File: src/rtl/serial_subtractor_pkg.sv
// -----------------------------------------------------------------------------
// serial_subtractor_pkg
//   Shared definitions for the bit-serial subtractor:
//     - DEFAULT_WIDTH : default operand/result width
//     - state_t       : controller state encoding (IDLE=0, SHIFT=1, DONE=2)
// -----------------------------------------------------------------------------
package serial_subtractor_pkg;

   localparam int DEFAULT_WIDTH = 4;

   typedef enum logic [1:0] {
      S_IDLE  = 2'd0,
      S_SHIFT = 2'd1,
      S_DONE  = 2'd2
   } state_t;

endpackage

File: src/rtl/serial_subtractor_full_subtractor.sv
// -----------------------------------------------------------------------------
// full_subtractor
//   One-bit combinational full subtractor: d = a - b - bin.
//   Ports:
//     a, b  : operand bits
//     bin   : borrow in
//     d     : difference bit
//     bout  : borrow out (set when a < b + bin)
// -----------------------------------------------------------------------------
module full_subtractor (
   input  logic a,
   input  logic b,
   input  logic bin,
   output logic d,
   output logic bout
);

   assign d    = a ^ b ^ bin;
   // Borrow when a=0,b=1, or when a==b and a borrow is already pending.
   assign bout = (~a & b) | (~(a ^ b) & bin);

endmodule

File: src/rtl/serial_subtractor.sv
// -----------------------------------------------------------------------------
// serial_subtractor
//   Bit-serial subtractor computing Diff = A - B - Bin, LSB first, one bit per
//   clock through a single full-subtractor cell and a registered borrow.
//   Start is accepted only in IDLE; busy is high for WIDTH cycles of SHIFT,
//   then done pulses for one cycle. Diff/Bout update only on SHIFT->DONE.
//
//   Parameters:
//     WIDTH : operand/result width (2..16)
//     CNT_W : bit counter width (derived)
//   Ports:
//     clk    : rising-edge clock
//     reset  : synchronous active-high reset
//     start  : request, sampled in IDLE only
//     A, B   : minuend / subtrahend, captured on accepted start
//     Bin    : borrow in, captured on accepted start
//     Diff   : registered difference
//     Bout   : registered borrow out (1 = unsigned A < B + Bin)
//     busy   : high while shifting
//     done   : one-cycle completion pulse
//     Ovf    : two's-complement overflow, only when SERIAL_SUB_OVF_EN is
//              defined
//
//   Build option: define SERIAL_SUB_OVF_EN to add the Ovf output and the
//   operand sign-capture flops it needs.
// -----------------------------------------------------------------------------
module serial_subtractor
   import serial_subtractor_pkg::*;
#(
   parameter  int WIDTH = DEFAULT_WIDTH,
   localparam int CNT_W = $clog2(WIDTH + 1)
) (
   input  logic             clk,
   input  logic             reset,
   input  logic             start,
   input  logic [WIDTH-1:0] A,
   input  logic [WIDTH-1:0] B,
   input  logic             Bin,
   output logic [WIDTH-1:0] Diff,
   output logic             Bout,
   output logic             busy,
   output logic             done
`ifdef SERIAL_SUB_OVF_EN
   ,
   output logic             Ovf
`endif
);

   state_t           state_q;
   logic [WIDTH-1:0] ra_q;
   logic [WIDTH-1:0] rb_q;
   logic [WIDTH-1:0] rd_q;
   logic [WIDTH-1:0] rd_d;
   logic [WIDTH-1:0] diff_q;
   logic [CNT_W-1:0] cnt_q;
   logic             br_q;
   logic             br_d;
   logic             d_bit;
   logic             bout_q;
   logic             busy_q;
   logic             done_q;
   logic             last_bit;
`ifdef SERIAL_SUB_OVF_EN
   logic             a_sgn_q;
   logic             b_sgn_q;
   logic             ovf_q;
`endif

   full_subtractor u_fs (
      .a    (ra_q[0]),
      .b    (rb_q[0]),
      .bin  (br_q),
      .d    (d_bit),
      .bout (br_d)
   );

   // New difference bit enters at the MSB; after WIDTH shifts bit 0 of the
   // result has reached position 0.
   assign rd_d     = {d_bit, rd_q[WIDTH-1:1]};
   assign last_bit = (cnt_q == CNT_W'(WIDTH - 1));

   always_ff @(posedge clk) begin
      if (reset) begin
         state_q <= S_IDLE;
         ra_q    <= '0;
         rb_q    <= '0;
         rd_q    <= '0;
         br_q    <= 1'b0;
         cnt_q   <= '0;
         diff_q  <= '0;
         bout_q  <= 1'b0;
         busy_q  <= 1'b0;
         done_q  <= 1'b0;
`ifdef SERIAL_SUB_OVF_EN
         a_sgn_q <= 1'b0;
         b_sgn_q <= 1'b0;
         ovf_q   <= 1'b0;
`endif
      end else begin
         case (state_q)
            S_IDLE: begin
               done_q <= 1'b0;
               if (start) begin
                  ra_q    <= A;
                  rb_q    <= B;
                  br_q    <= Bin;
                  rd_q    <= '0;
                  cnt_q   <= '0;
                  busy_q  <= 1'b1;
                  state_q <= S_SHIFT;
`ifdef SERIAL_SUB_OVF_EN
                  a_sgn_q <= A[WIDTH-1];
                  b_sgn_q <= B[WIDTH-1];
`endif
               end
            end
            S_SHIFT: begin
               ra_q  <= ra_q >> 1;
               rb_q  <= rb_q >> 1;
               rd_q  <= rd_d;
               br_q  <= br_d;
               cnt_q <= cnt_q + CNT_W'(1);
               if (last_bit) begin
                  diff_q  <= rd_d;
                  bout_q  <= br_d;
                  busy_q  <= 1'b0;
                  done_q  <= 1'b1;
                  state_q <= S_DONE;
`ifdef SERIAL_SUB_OVF_EN
                  // Overflow: operand signs differ and the result sign
                  // disagrees with the minuend.
                  ovf_q <= (a_sgn_q != b_sgn_q) && (rd_d[WIDTH-1] != a_sgn_q);
`endif
               end
            end
            S_DONE: begin
               done_q  <= 1'b0;
               state_q <= S_IDLE;
            end
            default: begin
               busy_q  <= 1'b0;
               done_q  <= 1'b0;
               state_q <= S_IDLE;
            end
         endcase
      end
   end

   assign Diff = diff_q;
   assign Bout = bout_q;
   assign busy = busy_q;
   assign done = done_q;
`ifdef SERIAL_SUB_OVF_EN
   assign Ovf  = ovf_q;
`endif

endmodule
File: config.mk
export PLATFORM = sky130hd
export DESIGN_NAME = serial_subtractor
export DESIGN_NICKNAME = d
export VERILOG_FILES = /design/src/rtl/serial_subtractor_pkg.sv /design/src/rtl/serial_subtractor_full_subtractor.sv /design/src/rtl/serial_subtractor.sv
export SDC_FILE = /design/constraint.sdc
export NUM_CORES = 1
export LEC_CHECK = 0
export CAP_MARGIN = 20
export CORE_MARGIN = 10
export CORE_UTILIZATION = 35
export DETAILED_ROUTE_END_ITERATION = 10
export SETUP_SLACK_MARGIN = 0.02
export SLEW_MARGIN = 10
export SYNTH_ARGS = -nofsm -noshare
export SYNTH_HDL_FRONTEND = slang
export SYNTH_SLANG_ARGS = --single-unit
File: constraint.sdc
create_clock -name clk -period 1.6 [get_ports clk]
set_input_delay 0.32 -clock clk [delete_from_list [all_inputs] [get_ports clk]]
set_output_delay 0.32 -clock clk [all_outputs]
set_load 0.02 [all_outputs]
==> results.txt <==
The highest cell delay on the worst timing path is 0.37 ns, and the initial core utilization is 0.374. Area of the multi-input gates: 502 µm². Once detail routing completed, the nets flagged for antenna violations numbered 0. In the final design database the tool counted 142 nets. Across the whole layout, storage elements account for 480 µm². The synthesized design contains 24 register bits. The tools report the overall track demand over capacity in global routing as 0.0808. Averaged over all synthesized cells, the footprint is 10.1 µm². For the headroom to the max-slew limit, the log shows 0.702. The layout has 286 filler cells. The cell depth of the worst hold path works out to 2.

For the static leakage, the log shows 0.000518 µW. The longest clock path from root to sink contains 2 buffers. The worst setup path is captured at an output port.

After clock tree synthesis, the repair step resized 7 gates. The first global-routing pass estimated 3.49 mm of wire. Summed over all failing endpoints, the final setup total negative slack is 0 ns. Entering global routing, the biggest net connects 14 pins. Leaving out fill and tap cells, the most frequent cells in the layout are sky130_fd_sc_hd__dfxtp_1, sky130_fd_sc_hd__nor2_1, sky130_fd_sc_hd__clkdlybuf4s50_1. For the worst setup path, the data required time is 1.28 ns. The CTS clock-pin slew for the worst setup and hold paths is 0.13 ns, and the share of the clock period used by the worst path after layout is 0.834.

After detailed routing, the number of remaining DRC violations is 0. The first-pass detailed-route iteration total is 4. Setup repair after global routing left no endpoint under its margin. The depth of the critical timing path with buffers and inverters included is 1, and the global placement routability congestion is 0.719.

Walking the worst path, the cells encountered are dlygate4sd2_1. The family of cells with the greatest summed delay on the critical path is flip-flops. The count of buffers from port buffering is 18, and the maximum level of the CTS H-tree is 1. The placement row count is 19. After detailed routing, the average wire length per cell comes to 13.7 µm.

The minimum clock period after layout was 1.33 ns; the post-synthesis cell area was 1060 µm². Across the routed clock network, the largest skew measured is 0.00352 ns. The number of antenna diodes in the final layout is 0. The nature of the critical path startpoint is a register. Count of mapped cells out of synthesis: 105. The tree is rooted in a sky130_fd_sc_hd__clkbuf_4. Core area: 2830 µm².

The number of setup buffers added after CTS is 0. The path class of the tightest hold or removal check is register to register. Worst-path cell with the longest stage delay: sky130_fd_sc_hd__dfxtp_1. Summing all placed instances gives a cell area of 1280 µm².

The die is 75.0 µm wide. For the sequential-to-total area share from yosys stat, the log shows 0.454. After routing the design area is 1310 µm². The run gives 0 as the number of hold-slack violations in the final timing report. For the max-cap violation count, the log shows 0. Summing over every cut layer, the via total after detailed routing is 783. VDD sags by at most 0.499 mV. For the pin with the worst max-slew slack, the measured transition is 0.447 ns. For the maximum achievable frequency, the log shows 749 MHz.

The number of hold buffers added after CTS was 0. Measured along the y axis, the die boundary spans 75.0 µm. The final layout contains routed wiring with a total length of 2.15 mm. The number of antenna violations at the first check in global routing came out at 0. The tools report the half-perimeter wire length after placement as 1.60 mm. The power density over the cells works out to 887 nW/µm². The fraction of final layout cells sized beyond drive strength 1 was 0.198.

The run finished with clean final reports. The number of distinct library cells after synthesis is 26. The library cell used most frequently in the layout, excluding fill and tap cells, is sky130_fd_sc_hd__dfxtp_1.

For the worst setup path, the data arrival time is 1.01 ns. The DRC violation total after the first TritonRoute iteration was 28. TritonCTS built the clock tree.

Summed over all layers, the global routing overflow is 0. The worst-path maximum fanout works out to 3. The final max-slew violation count is 0, and the final setup violation count is 0.

The number of buffer and inverter stages on the critical path came out at 1. By startpoint and endpoint, the worst setup path is classified as register to output port. The worst slack on hold paths was 0.463 ns. The worst-skew pair later-pin latency came out at 0.31 ns. I/O pin count: 19. The floorplan step defined a die boundary enclosing 5620 µm². Relative to the synthesized area, the layout overhead comes to 23.3%. Measured in cells, the most critical reg-to-reg path has a length of 3.

CTS saw 24 sinks. TritonCTS created 3 clock buffers. Dividing the detail-routed via count by the number of cells gives 4.99. The number of global-route vias before repair was 739. During synthesis, Yosys emitted a total of 0 warnings. The post-synthesis net count came out at 120.
## area by class of cell
type	count	share of cell area
clock buffer	4	0.0278
inverter	5	0.0144
multi-input combinational	69	0.384
sequential	24	0.368
tap	31	0.0297
timing repair buffer	24	0.175
## synth_stat cells
library cell | n | area share
sky130_fd_sc_hd__a31o_2 | 1 | 0.0083
sky130_fd_sc_hd__nand3_1 | 4 | 0.019
sky130_fd_sc_hd__and2b_2 | 2 | 0.017
sky130_fd_sc_hd__nand3b_1 | 2 | 0.014
sky130_fd_sc_hd__o21ai_0 | 1 | 0.0047
sky130_fd_sc_hd__nand2_1 | 6 | 0.021
sky130_fd_sc_hd__buf_2 | 1 | 0.0047
sky130_fd_sc_hd__o21bai_2 | 1 | 0.011
sky130_fd_sc_hd__o211ai_2 | 1 | 0.012
sky130_fd_sc_hd__mux2i_1 | 7 | 0.066
sky130_fd_sc_hd__a22oi_1 | 6 | 0.043
sky130_fd_sc_hd__o21ba_4 | 1 | 0.015
sky130_fd_sc_hd__a211oi_2 | 6 | 0.071
sky130_fd_sc_hd__fa_1 | 1 | 0.019
sky130_fd_sc_hd__inv_1 | 5 | 0.018
sky130_fd_sc_hd__dfxtp_1 | 24 | 0.45
sky130_fd_sc_hd__nor2_2 | 3 | 0.018
sky130_fd_sc_hd__a21oi_1 | 7 | 0.033
sky130_fd_sc_hd__o31ai_1 | 1 | 0.0071
sky130_fd_sc_hd__a32o_1 | 1 | 0.0095
sky130_fd_sc_hd__clkbuf_1 | 2 | 0.0071
sky130_fd_sc_hd__nor3b_1 | 1 | 0.0071
sky130_fd_sc_hd__buf_6 | 4 | 0.043
sky130_fd_sc_hd__ha_1 | 2 | 0.024
sky130_fd_sc_hd__nor3_1 | 2 | 0.0095
sky130_fd_sc_hd__nor2_1 | 13 | 0.046
## worst register-to-register path, stage by stage, from the launching register on
cell                       delay [ns]
sky130_fd_sc_hd__dfxtp_1         0.62
sky130_fd_sc_hd__o21ba_4         0.36
sky130_fd_sc_hd__nor2_1          0.08
sky130_fd_sc_hd__a211oi_2        0.19
## metal layers
metal  track usage  part of all wire
met1         0.102              0.47
met2         0.118              0.45
met3        0.0355             0.067
met4        0.0315             0.016
met5             0                 0
## through the flow
step	setup WS [ns]	std cells	total power, µW	util
after floorplan	0.295	105	800	-
after global placement	0.119	153	857	0.452
after detailed placement	0.0754	153	859	0.452
after CTS	0.242	157	1180	0.461
after global routing	0.186	157	1220	0.461
final	0.265	157	1160	0.461
## worst paths after layout
check             startpoint       to  slack, ns
setup / recovery        busy     busy       0.27
hold / removal       Diff[0]  Diff[0]       0.46
setup reg to reg  state_q[0]  rb_q[0]       0.28
hold reg to reg      Diff[0]  Diff[0]       0.46
## power breakdown
| part | internal, µW | switching, µW |
|---|---|---|
| clock network | 139 | 177 |
| logic | 97.7 | 90.5 |
| registers | 628 | 25.1 |
## registers in the layout, summed over array words and instances (netlist names)
signal,cells
Diff,4
ra_q,4
rb_q,4
cnt_q,3
rd_q,3
state_q,2
Bout,1
br_q,1
busy,1
done,1
## kinds of logic after synthesis
family / after synthesis / share of synthesized area
flip-flops: 24 / 0.454
AO/OA/AOI/OAI: 26 / 0.214
AND/OR/NAND/NOR: 33 / 0.151
buffers and inverters: 12 / 0.0721
multiplexers: 7 / 0.0662
adder cells (fa/ha/maj): 3 / 0.0426
Note: power is estimated with default switching activity, not from simulation.
